## src/rtl/seq_wide_adder.sv

```systemverilog
// Beat-serial wide adder: SLICE-bit operand beats in, Brent-Kung add/sub in one CALC cycle, SLICE-bit result beats out.
// Latency 2 cycles from last input handshake to first output beat; result beats and flags hold while out_ready is low.
module seq_wide_adder #(
  parameter int WIDTH = 24,
  parameter int SLICE = 6
) (
  input  logic             clk,
  input  logic             rst,
  input  logic             in_valid,
  output logic             in_ready,
  input  logic [SLICE-1:0] in_a,
  input  logic [SLICE-1:0] in_b,
  input  logic [1:0]       mode,
  input  logic             cin,
  output logic             out_valid,
  input  logic             out_ready,
  output logic [SLICE-1:0] out_data,
  output logic             out_last,
  output logic             cout,
  output logic             ovf
);

  localparam int NSLICE = WIDTH / SLICE;
  localparam int CW     = (NSLICE > 2) ? $clog2(NSLICE) : 1;
  localparam int LEVELS = $clog2(WIDTH);
  localparam logic [CW-1:0] LAST = CW'(NSLICE - 1);

  if (NSLICE < 2 || (WIDTH % SLICE) != 0) begin : g_bad_params
    $error("seq_wide_adder: WIDTH must be a multiple of SLICE with at least two slices");
  end

  typedef enum logic [1:0] {LOAD, CALC, DRAIN} state_t;

  state_t           state_q, state_d;
  logic [WIDTH-1:0] a_q, a_d, b_q, b_d, s_q, s_d;
  logic [1:0]       mode_q, mode_d;
  logic             cin_q, cin_d;
  logic [CW-1:0]    k_q, k_d, j_q, j_d;
  logic             cout_q, cout_d, ovf_q, ovf_d;
  logic             in_ready_q, in_ready_d;

  logic [WIDTH-1:0] b_eff, hs, gg, pp, sum;
  logic             c0, ovf_calc;

  // Brent-Kung prefix: carry-in folded into bit 0's generate, up-sweep then down-sweep.
  always_comb begin
    b_eff = mode_q[0] ? ~b_q : b_q;
    c0    = mode_q[1] ? (cin_q ^ mode_q[0]) : mode_q[0];
    hs    = a_q ^ b_eff;
    pp    = hs;
    gg    = a_q & b_eff;
    gg[0] = gg[0] | (hs[0] & c0);
    for (int l = 0; l < LEVELS; l++) begin
      for (int i = (2 << l) - 1; i < WIDTH; i += (2 << l)) begin
        gg[i] = gg[i] | (pp[i] & gg[i - (1 << l)]);
        pp[i] = pp[i] & pp[i - (1 << l)];
      end
    end
    for (int l = LEVELS - 2; l >= 0; l--) begin
      for (int i = 3 * (1 << l) - 1; i < WIDTH; i += (2 << l)) begin
        gg[i] = gg[i] | (pp[i] & gg[i - (1 << l)]);
        pp[i] = pp[i] & pp[i - (1 << l)];
      end
    end
    sum      = hs ^ {gg[WIDTH-2:0], c0};
    ovf_calc = (a_q[WIDTH-1] == b_eff[WIDTH-1]) && (sum[WIDTH-1] != a_q[WIDTH-1]);
  end

  always_comb begin
    state_d = state_q;
    a_d     = a_q;
    b_d     = b_q;
    s_d     = s_q;
    mode_d  = mode_q;
    cin_d   = cin_q;
    k_d     = k_q;
    j_d     = j_q;
    cout_d  = cout_q;
    ovf_d   = ovf_q;
    case (state_q)
      LOAD: begin
        if (in_valid && in_ready_q) begin
          a_d[k_q*SLICE +: SLICE] = in_a;
          b_d[k_q*SLICE +: SLICE] = in_b;
          if (k_q == '0) begin
            mode_d = mode;
            cin_d  = cin;
          end
          if (k_q == LAST) begin
            k_d     = '0;
            state_d = CALC;
          end else begin
            k_d = k_q + 1'b1;
          end
        end
      end
      CALC: begin
        s_d     = sum;
        cout_d  = gg[WIDTH-1];
        ovf_d   = ovf_calc;
        state_d = DRAIN;
      end
      DRAIN: begin
        if (out_ready) begin
          if (j_q == LAST) begin
            j_d     = '0;
            state_d = LOAD;
          end else begin
            j_d = j_q + 1'b1;
          end
        end
      end
      default: state_d = LOAD;
    endcase
    in_ready_d = (state_d == LOAD);
  end

  always_ff @(posedge clk) begin
    if (rst) begin
      state_q    <= LOAD;
      a_q        <= '0;
      b_q        <= '0;
      s_q        <= '0;
      mode_q     <= '0;
      cin_q      <= 1'b0;
      k_q        <= '0;
      j_q        <= '0;
      cout_q     <= 1'b0;
      ovf_q      <= 1'b0;
      in_ready_q <= 1'b0;
    end else begin
      state_q    <= state_d;
      a_q        <= a_d;
      b_q        <= b_d;
      s_q        <= s_d;
      mode_q     <= mode_d;
      cin_q      <= cin_d;
      k_q        <= k_d;
      j_q        <= j_d;
      cout_q     <= cout_d;
      ovf_q      <= ovf_d;
      in_ready_q <= in_ready_d;
    end
  end

  assign in_ready  = in_ready_q;
  assign out_valid = (state_q == DRAIN);
  assign out_last  = out_valid && (j_q == LAST);
  assign out_data  = out_valid ? s_q[j_q*SLICE +: SLICE] : '0;
  assign cout      = out_last & cout_q;
  assign ovf       = out_last & ovf_q;

endmodule

```

## config.mk

```make
export PLATFORM = sky130hd
export DESIGN_NAME = seq_wide_adder
export DESIGN_NICKNAME = d
export VERILOG_FILES = /design/src/rtl/seq_wide_adder.sv
export SDC_FILE = /design/constraint.sdc
export NUM_CORES = 1
export LEC_CHECK = 0
export BUFFER_PORTS_ARGS = -buffer_cell sky130_fd_sc_hd__buf_4
export CAP_MARGIN = 20
export CORE_ASPECT_RATIO = 1.4
export CORE_MARGIN = 3
export CORE_UTILIZATION = 30
export CTS_CLUSTER_SIZE = 28
export DETAILED_ROUTE_END_ITERATION = 10
export GPL_TIMING_DRIVEN = 0
export HOLD_SLACK_MARGIN = 0.02
export MAX_ROUTING_LAYER = met4
export PLACE_DENSITY_LB_ADDON = 0.15
export SLEW_MARGIN = 0
export SYNTH_ARGS = -nofsm -noshare
export SYNTH_HDL_FRONTEND = slang
export SYNTH_SLANG_ARGS = --single-unit
```

## constraint.sdc

```tcl
create_clock -name clk -period 5.3 [get_ports clk]
set_clock_uncertainty 0.2 [all_clocks]
set_input_delay 1.06 -clock clk [delete_from_list [all_inputs] [get_ports clk]]
set_output_delay 1.06 -clock clk [all_outputs]
set_load 0.02 [all_outputs]
```

==> out/results.ini, run 1 <==
[sta]
setup_viol = 0
timing.final.max_slew_violations = 0
fin_crit_sh = 0.867
relSlewSlack = 0.519
min_period_ns = 4.59
rsz0062_at_grt = no
final_hold_viol_count = 0
worstMarginPinSlew_ns = 0.722
tns_ns = 0
fmax_mhz = 218

[clock_network]
h-tree-depth = 3
post_cts_buffers = 0
clock-sinks = 84
cts_buffers = 9
ctsResizeCount = 0
clk_latency_ns = 0.34
ctsRootBufferMaster = clkbuf_16
clockBufferDepth = 2
cts-hold-fix-buffers = 0
cts.clk_slew.worst_paths_ns = 0.07
cts_tree = done

[logic_synthesis]
synthCells = 554
seq_area_frac_synth = 0.349
netlist_area_mm2 = 0.00482
syn-num-nets = 615
synth_edf_count = 0
ys.flop_type = dfxtp_1
yosysWarnings = 0
synth_cell_types = 47
yosys_register_bits = 84
syn-mean-instance-area_um2 = 8.70
synth_top_area_share = 0.349
yosys.area.top_type = dfxtp_1
synthArstFlopShare = 0
synth_area_leaders = dfxtp_1 (35%), ha_1 (7.5%), a21oi_1 (5.9%)

[final_layout]
final_cell_mix = dfxtp_1 (84), nor2_1 (68), a21oi_1 (57), nand2_1 (57), buf_4 (30)
final_common_cell = dfxtp_1
stdcell_count = 795
fin_nets = 655
synthToLayoutAreaGrowth_pct = 15.4
antenna_cells = 0
fill_cells = 1682
drive_gt1_frac = 0.122

[setup_path]
startpoint_type = flop
cp.arrival_ns = 4.65
cpMaxStageDelayCell = clkbuf_1
crit_fanout = 10
crit_chain = clkbuf_1 -> buf_2 -> xor2_1 -> fa_1 -> fa_1 -> nand2b_1 -> a21oi_1 -> o21ai_0 -> a31oi_1 -> a41oi_1 -> fa_1 -> xnor2_1 -> nand2_1 -> a21oi_1
crit_buf_inv = 2
critPathRequiredTime_ns = 5.36
crit_type = reg -> reg
critPathTopFamily = adder cells
worstSetupEndpointType = flop
cpMostUsedCell = fa_1
slowest_delay_ns = 0.46

[place]
gp_congestion = 0.841
io_buffers = 29
dp_cells = 779
dp.final_hpwl_um = 11700

[power]
switching_share = 0.270
p_leak_uw = 0.00219
intPower_uw = 1020
power_switching_uw = 375
pwr-share-seq = 0.463
p_clk_frac = 0.425
power.share.combinational = 0.112
vdd_drop_max_mv = 0.161
cellPowerDensity_mw_per_mm2 = 250

[global_route]
grt_pass1_vias = 4123
antenna_found_initial = 0
grt_pass1_wl_um = 22700
grt_max_degree = 16
grtUsageTotal = 0.173
overflow = 0

[min_path]
hold_path.class = reg -> reg

[route]
totalWireLength_um = 14200
viasPerCell = 5.01
first_iter_violations = 195
vias = 3986
drc = 0
wl_per_cell_um = 17.8
wl_met2_um = 7160
ant_nets = 0
routed.top_layer = met4
wl_met1_um = 6240
dr.pass1.iters = 4
wl_met3_um = 317

[die]
die_x_um = 113
initial_core_util = 0.308
rows = 54
coreArea_mm2 = 0.0157
die-area_mm2 = 0.0176
die_h_um = 156
io_pins = 30

[status]
status = finished, final reports clean

[job]
cap_violations = 0

[synth_stat cells (2+ instances only)]
library cell	count
buf_2	12
a31oi_1	2
a41oi_1	2
and3_1	2
nor3_1	10
a21o_1	3
a211oi_1	15
inv_1	19
o21ai_0	5
nor2_1	68
mux2i_1	7
nor3b_1	3
nor4_1	8
mux4_2	6
xor2_1	24
nor4_2	2
a31o_2	2
nand2b_1	8
a22o_1	8
a22oi_1	27
xnor2_1	13
fa_1	13
nand2_1	57
clkbuf_1	16
a21oi_1	57
o21a_1	2
buf_1	4
nand3_1	17
ha_1	29
nor2b_1	4
and2_1	10
dfxtp_1	84
[tightest hold or removal path, delay by kind of cell, from the launching register on]
kind	cells	cell delay, ns
flip-flops	1	0.31
AND/OR/NAND/NOR	1	0.05
AO/OA/AOI/OAI	1	0.05
[final timing paths]
check / startpoint / endpoint / slack, ns / cells past startpoint
max: mode_q[0]$_SDFFE_PP0P_ / s_q[23]$_SDFFE_PP0N_ / 0.71 / 14
min: a_q[0]$_SDFFE_PP0P_ / a_q[0]$_SDFFE_PP0P_ / 0.25 / 2
max reg2reg: mode_q[0]$_SDFFE_PP0P_ / s_q[23]$_SDFFE_PP0N_ / 0.71 / 14
min reg2reg: a_q[0]$_SDFFE_PP0P_ / a_q[0]$_SDFFE_PP0P_ / 0.25 / 2
[through the flow]
| stage | setup WS (ns) | utilization | instance area [um2] | power (uW) | hold slack (ns) |
|---|---|---|---|---|---|
| 6_report | 0.705 | 0.355 | 5560 | 1390 | 0.253 |
| 5_1_grt | 0.438 | 0.355 | 5560 | 1450 | 0.275 |
| 4_1_cts | 0.561 | 0.355 | 5560 | 1410 | 0.254 |
| 3_5_place_dp | 0.598 | 0.337 | 5280 | 815 | 0.245 |
| 3_3_place_gp | 0.618 | 0.337 | 5280 | 812 | 0.241 |
| 2_1_floorplan | 1.57 | - | 4820 | 755 | 0.229 |
[cell families after synthesis]
kind of cell | synth area share
xor+xnor | 0.0672
fa+ha+maj | 0.129
compound gates | 0.167
mux | 0.0426
buf+inv | 0.0467
flops | 0.349
simple gates | 0.198
[cell type report]
cell class / instances / area [um2] / area share
multi-input combinational: 417 / 2910 / 0.524
sequential: 84 / 1680 / 0.302
tap: 196 / 245 / 0.0441
clock buffer: 10 / 229 / 0.0412
timing repair buffer: 29 / 218 / 0.0391
buffer: 34 / 154 / 0.0277
inverter: 19 / 71.3 / 0.0128
clock inverter: 6 / 50.0 / 0.00900
[flip-flops by register name (all words and copies together) (netlist names)]
name / count
mode_q: 2
s_q: 24
k_q: 2
ovf_q: 1
j_q: 2
cout_q: 1
state_q: 2
cin_q: 1
b_q: 24
a_q: 24
in_ready: 1
[routing by layer]
metal,up-vias,track usage
met5,-,-
met4,0,0.0756
met3,21,0.0264
met2,69,0.294
met1,1877,0.201
li1,2019,-
[power groups by stage]
| stage | clock network (uW) | logic, uW | registers [uW] |
|---|---|---|---|
| final | 591 | 156 | 644 |
| after global routing | 638 | 171 | 644 |
| after CTS | 607 | 157 | 644 |
| after detailed placement | 0 | 156 | 658 |
| after global placement | 0 | 154 | 658 |
| after floorplan | 0 | 97.8 | 657 |
Power figures use the tool's default switching activity.
==> run 2, diff against run 1 <==
- BUFFER_PORTS_ARGS: -buffer_cell sky130_fd_sc_hd__buf_4 -> unset
- DONT_BUFFER_PORTS: unset -> 1
==> out/results.ini, run 2 (synthesized netlist as in run 1, its figures left out) <==
[die]
die-area_mm2 = 0.0176  ; unchanged
initial_core_util = 0.308  ; unchanged
die_h_um = 156  ; unchanged
rows = 54  ; unchanged
io_pins = 30  ; unchanged
die_x_um = 113  ; unchanged
coreArea_mm2 = 0.0157  ; unchanged

[min_path]
hold_path.class = reg -> reg
hp-start = s_q[17]$_SDFFE_PP0N_

[route]
totalWireLength_um = 14300  ; +0.77%
wl_per_cell_um = 18.7  ; +4.6%
ant_nets = 0  ; unchanged
dr.pass1.iters = 4  ; unchanged
first_iter_violations = 190  ; -2.6%
drc = 0  ; unchanged
vias = 3906  ; -2.0%
viasPerCell = 5.10  ; +1.7%

[final_layout]
synthToLayoutAreaGrowth_pct = 11.5
antenna_cells = 0  ; unchanged
drive_gt1_frac = 0.0789  ; -0.0429
reg_top3 = a_q (24), b_q (24), s_q (24)
fill_cells = 1699  ; +1.0%
final_cell_mix = dfxtp_1 (84), nor2_1 (68), a21oi_1 (57), nand2_1 (57), ha_1 (29)
finish.instance_area_mm2 = 0.00538  ; -3.3%
fin_nets = 626  ; -4.4%
final_common_cell = dfxtp_1

[setup_path]
r2r_start = mode_q[0]$_SDFFE_PP0P_
cp.arrival_ns = 4.63  ; -0.02 ns
worstSetupEndpointType = flop
crit_path_end = s_q[23]$_SDFFE_PP0N_
critPathRequiredTime_ns = 5.36  ; about the same
crit_path_start = mode_q[0]$_SDFFE_PP0P_
startpoint_type = flop
reg2reg_slack_ns = 0.73  ; +0.03 ns
rr_worst_depth = 14  ; unchanged
crit_fanout = 10  ; unchanged
crit_type = reg -> reg
timing.rr.end = s_q[23]$_SDFFE_PP0N_

[power]
cellPowerDensity_mw_per_mm2 = 266  ; +6.5%
power_switching_uw = 365  ; -2.6%
p_clk_frac = 0.455  ; +0.030
p_leak_uw = 0.00207  ; -5.7%
pwr-share-seq = 0.450  ; -0.013
power.share.combinational = 0.095  ; -0.017
vdd_drop_max_mv = 0.124  ; -23%
intPower_uw = 1070  ; +5.0%
switching_share = 0.255  ; -0.0147

[clock_network]
post_cts_buffers = 0  ; unchanged
clockBufferDepth = 2  ; unchanged
cts_tree = done
ctsResizeCount = 0  ; unchanged
clock-sinks = 84  ; unchanged
ctsRootBufferMaster = clkbuf_16
clk_latency_ns = 0.35  ; about the same
cts.clk_slew.worst_paths_ns = 0.07  ; about the same
cts_buffers = 9  ; unchanged
h-tree-depth = 3  ; unchanged
cts-hold-fix-buffers = 0  ; unchanged

[sta]
rsz0062_at_grt = no
min_period_ns = 4.57  ; -0.0296 ns
setup_viol = 0  ; unchanged
fmax_mhz = 219  ; +0.65%
tns_ns = 0  ; unchanged
fin_crit_sh = 0.861  ; -0.00558
worst_slack_ns = 0.735  ; +0.0296 ns
final_hold_viol_count = 0  ; unchanged
timing.final.max_slew_violations = 0  ; unchanged
relSlewSlack = 0.515  ; -0.00356
worstMarginPinSlew_ns = 0.727  ; +0.00534 ns

[status]
status = finished, final reports clean

[place]
gp_congestion = 0.844  ; +0.30%
place_ws_ns = 0.626  ; +0.0287 ns
io_buffers = 0  ; -100%
dp.final_hpwl_um = 11700  ; +0.10%
placed_cell_area_mm2 = 0.00507  ; -4.1%

[global_route]
antenna_found_initial = 0  ; unchanged
overflow = 0  ; unchanged
grt_max_degree = 16  ; unchanged
grt_pass1_vias = 3995  ; -3.1%
grt_pass1_wl_um = 22800  ; about the same
grtUsageTotal = 0.173  ; +0.000278

[job]
cap_violations = 0  ; unchanged

-- run 2: cell types whose count changed in the layout (fill, tap and decap cells not counted), sizes merged --
cell      delta
bufinv       +1
clkinvlp     -1
buf         -29
-- run 2: power by group through the flow --
| stage | Combinational, uW | Sequential, uW | Clock (uW) |
|---|---|---|---|
| 6_report | 135 | 645 | 652 |
| 3_5_place_dp | 137 | 659 | 0 |
| 3_3_place_gp | 134 | 659 | 0 |
| 2_1_floorplan | 97.8 | 657 | 0 |
| 4_1_cts | 137 | 645 | 664 |
| 5_1_grt | 150 | 645 | 689 |
-- run 2: area by class of cell --
class,instances,area (um2),share of cell area
plain buffers,34,154,0.0286
clock buffers,10,239,0.0444
clock inverters,6,72.6,0.0135
inverters,19,71.3,0.0133
multi-input cells,417,2910,0.542
flip-flops and latches,84,1680,0.313
well taps,196,245,0.0456
-- run 2: through the flow --
step,power (uW),hold slack (ns),utilization,std cells
final,1430,0.253,0.343,766
after global routing,1480,0.279,0.343,766
after CTS,1450,0.255,0.343,766
after detailed placement,796,0.247,0.323,750
after global placement,793,0.241,0.323,750
after floorplan,755,0.229,-,554
-- run 2: worst min path at each step --
stage / endpoint / slack, ns / cells past startpoint
detailed placement: s_q[21]$_SDFFE_PP0N_ / 0.25 / 2
global route: s_q[6]$_SDFFE_PP0N_ / 0.28 / 2
CTS: s_q[21]$_SDFFE_PP0N_ / 0.26 / 2
global placement: s_q[17]$_SDFFE_PP0N_ / 0.24 / 2
finish: s_q[17]$_SDFFE_PP0N_ / 0.25 / 2
floorplan: s_q[15]$_SDFFE_PP0N_ / 0.23 / 2
-- run 2: routing by layer --
layer / part of all wire / track usage / up-vias
met1: 0.42 / 0.202 / 1848
met2: 0.51 / 0.293 / 72
met5: 0 / - / -
met3: 0.037 / 0.0268 / 24
met4: 0.033 / 0.0750 / 0
li1: - / - / 1962
-- run 2: worst max-delay path, stage by stage, from the launching register on --
cell and delay (ns):
dfxtp_1 0.31, clkbuf_1 0.41, buf_2 0.39, xor2_1 0.22, fa_1 0.43, fa_1 0.40
nand2b_1 0.17, a21oi_1 0.23, o21ai_0 0.23, a31oi_1 0.36, a41oi_1 0.20, fa_1 0.45
xnor2_1 0.22, nand2_1 0.10, a21oi_1 0.15
==> run 3, diff against run 2 <==
- REMOVE_ABC_BUFFERS: unset -> 1
==> out/results.ini, run 3 (synthesized netlist as in run 1, its figures left out) <==
[status]
status = finished, final reports clean

[sta]
rsz0062_at_grt = no
timing.hold.ws_ns = 0.250  ; -0.00345 ns
fin_crit_sh = 0.848  ; -0.0135
tns_ns = 0  ; unchanged
setup_viol = 0  ; unchanged
timing.final.max_slew_violations = 0  ; unchanged
min_period_ns = 4.49  ; -0.0716 ns
fmax_mhz = 223  ; +1.6%
worstMarginPinSlew_ns = 1.01  ; +0.280 ns
final_hold_viol_count = 0  ; unchanged
relSlewSlack = 0.328  ; -0.187

[setup_path]
critPathRequiredTime_ns = 5.37  ; about the same
crit_type = reg -> reg
crit_buf_inv = 0  ; -2
cp.arrival_ns = 4.56  ; -0.07 ns
slowest_delay_ns = 0.88  ; +0.43 ns
cpMaxStageDelayCell = dfxtp_2
startpoint_type = flop
cpMostUsedCell = fa_1
critPathTopFamily = adder cells
crit_chain = xnor2_1 -> fa_1 -> fa_1 -> nand2b_1 -> a21oi_1 -> o21ai_0 -> a31oi_1 -> a41oi_1 -> fa_1 -> xor2_1 -> nor3_1 -> a21oi_1 -> nor2_1
worstSetupEndpointType = flop
crit_fanout = 26  ; +16

[global_route]
top_usage_layer = met2
use_met2 = 0.258  ; -0.0350
use_met1 = 0.177  ; -0.0256
grt_pass1_vias = 3721  ; -6.9%
grt_pass1_wl_um = 20400  ; -10%
antenna_found_initial = 0  ; unchanged
grt_max_degree = 86  ; +70
grtUsageTotal = 0.153  ; -0.0196
grt.met3_usage = 0.0334  ; +0.00660
overflow = 0  ; unchanged

[final_layout]
antenna_cells = 0  ; unchanged
synthToLayoutAreaGrowth_pct = 8.41
drive_gt1_frac = 0.0596  ; -0.0194
final_common_cell = dfxtp_1
fin_nets = 593  ; -5.3%
final_cell_mix = dfxtp_1 (83), nor2_1 (68), a21oi_1 (57), nand2_1 (57), ha_1 (29)
stdcell_count = 733  ; -4.3%
reg_top3 = a_q (24), b_q (24), s_q (24)

[route]
dr.pass1.iters = 4  ; unchanged
drc = 0  ; unchanged
vias = 3677  ; -5.9%
wl_per_cell_um = 17.3  ; -7.0%
ant_nets = 0  ; unchanged
viasPerCell = 5.02  ; -1.6%
totalWireLength_um = 12700  ; -11%
first_iter_violations = 200  ; +5.3%

[die]
die_h_um = 156  ; unchanged
die-area_mm2 = 0.0176  ; unchanged
rows = 54  ; unchanged
initial_core_util = 0.308  ; unchanged
die_x_um = 113  ; unchanged
io_pins = 30  ; unchanged
coreArea_mm2 = 0.0157  ; unchanged

[place]
io_buffers = 0  ; unchanged
dp_cells = 717  ; -4.4%
gp_congestion = 0.815  ; -3.5%
dp.final_hpwl_um = 9810  ; -16%

[clock_network]
cts-hold-fix-buffers = 0  ; unchanged
clock-sinks = 84  ; unchanged
post_cts_buffers = 0  ; unchanged
ctsRootBufferMaster = clkbuf_16
h-tree-depth = 3  ; unchanged
ctsResizeCount = 0  ; unchanged
cts_tree = done
clockBufferDepth = 2  ; unchanged
cts_buffers = 9  ; unchanged
clk_latency_ns = 0.34  ; about the same
cts.clk_slew.worst_paths_ns = 0.06  ; about the same

[min_path]
hold_path.class = reg -> reg

[power]
power_uw = 1380  ; -3.5%
cellPowerDensity_mw_per_mm2 = 264  ; -0.72%
vdd_drop_max_mv = 0.118  ; -4.6%
p_leak_uw = 0.00197  ; -4.5%

[job]
cap_violations = 0  ; unchanged

[run 3: area by class of cell]
cell class	count	area (um2)
clock buffers	11	233
clock inverters	5	62.6
fillers	1644	10400
inverters	19	71.3
multi-input cells	417	2920
flip-flops and latches	84	1680
well taps	196	245
repair buffers	1	15.0
[run 3: tightest hold or removal path, cell delays in order (launching register included)]
cell and delay (ns):
dfxtp_1 0.31, nand2_1 0.05, a21oi_1 0.05
[run 3: final timing paths]
path	startpoint	to	slack, ns	cells past startpoint
worst max-delay path	mode_q[0]$_SDFFE_PP0P_	ovf_q$_SDFFE_PP0N_	0.81	13
worst min register to register	s_q[15]$_SDFFE_PP0N_	s_q[15]$_SDFFE_PP0N_	0.25	2
worst min-delay path	s_q[15]$_SDFFE_PP0N_	s_q[15]$_SDFFE_PP0N_	0.25	2
worst max register to register	mode_q[0]$_SDFFE_PP0P_	ovf_q$_SDFFE_PP0N_	0.81	13
[run 3: per-stage QoR]
step,instance area (um2),utilization,setup slack [ns]
2_1_floorplan,4670,-,1.33
3_3_place_gp,4910,0.313,0.305
3_5_place_dp,4930,0.315,0.796
4_1_cts,5230,0.333,0.773
5_1_grt,5230,0.333,0.512
6_report,5230,0.333,0.806
[run 3: power breakdown]
part / switching [uW] / internal, uW / leakage [uW]
logic: 64.1 / 41.1 / 0.00116
registers: 14.0 / 638 / 0.000678
clock network: 257 / 367 / 0.000136
total: 335 / 1050 / 0.00197
[run 3: routing by layer]
metal,vias up,wire length (um)
li1,1890,-
met1,1697,5550
met2,65,6270
met3,25,526
met4,0,363
met5,-,0
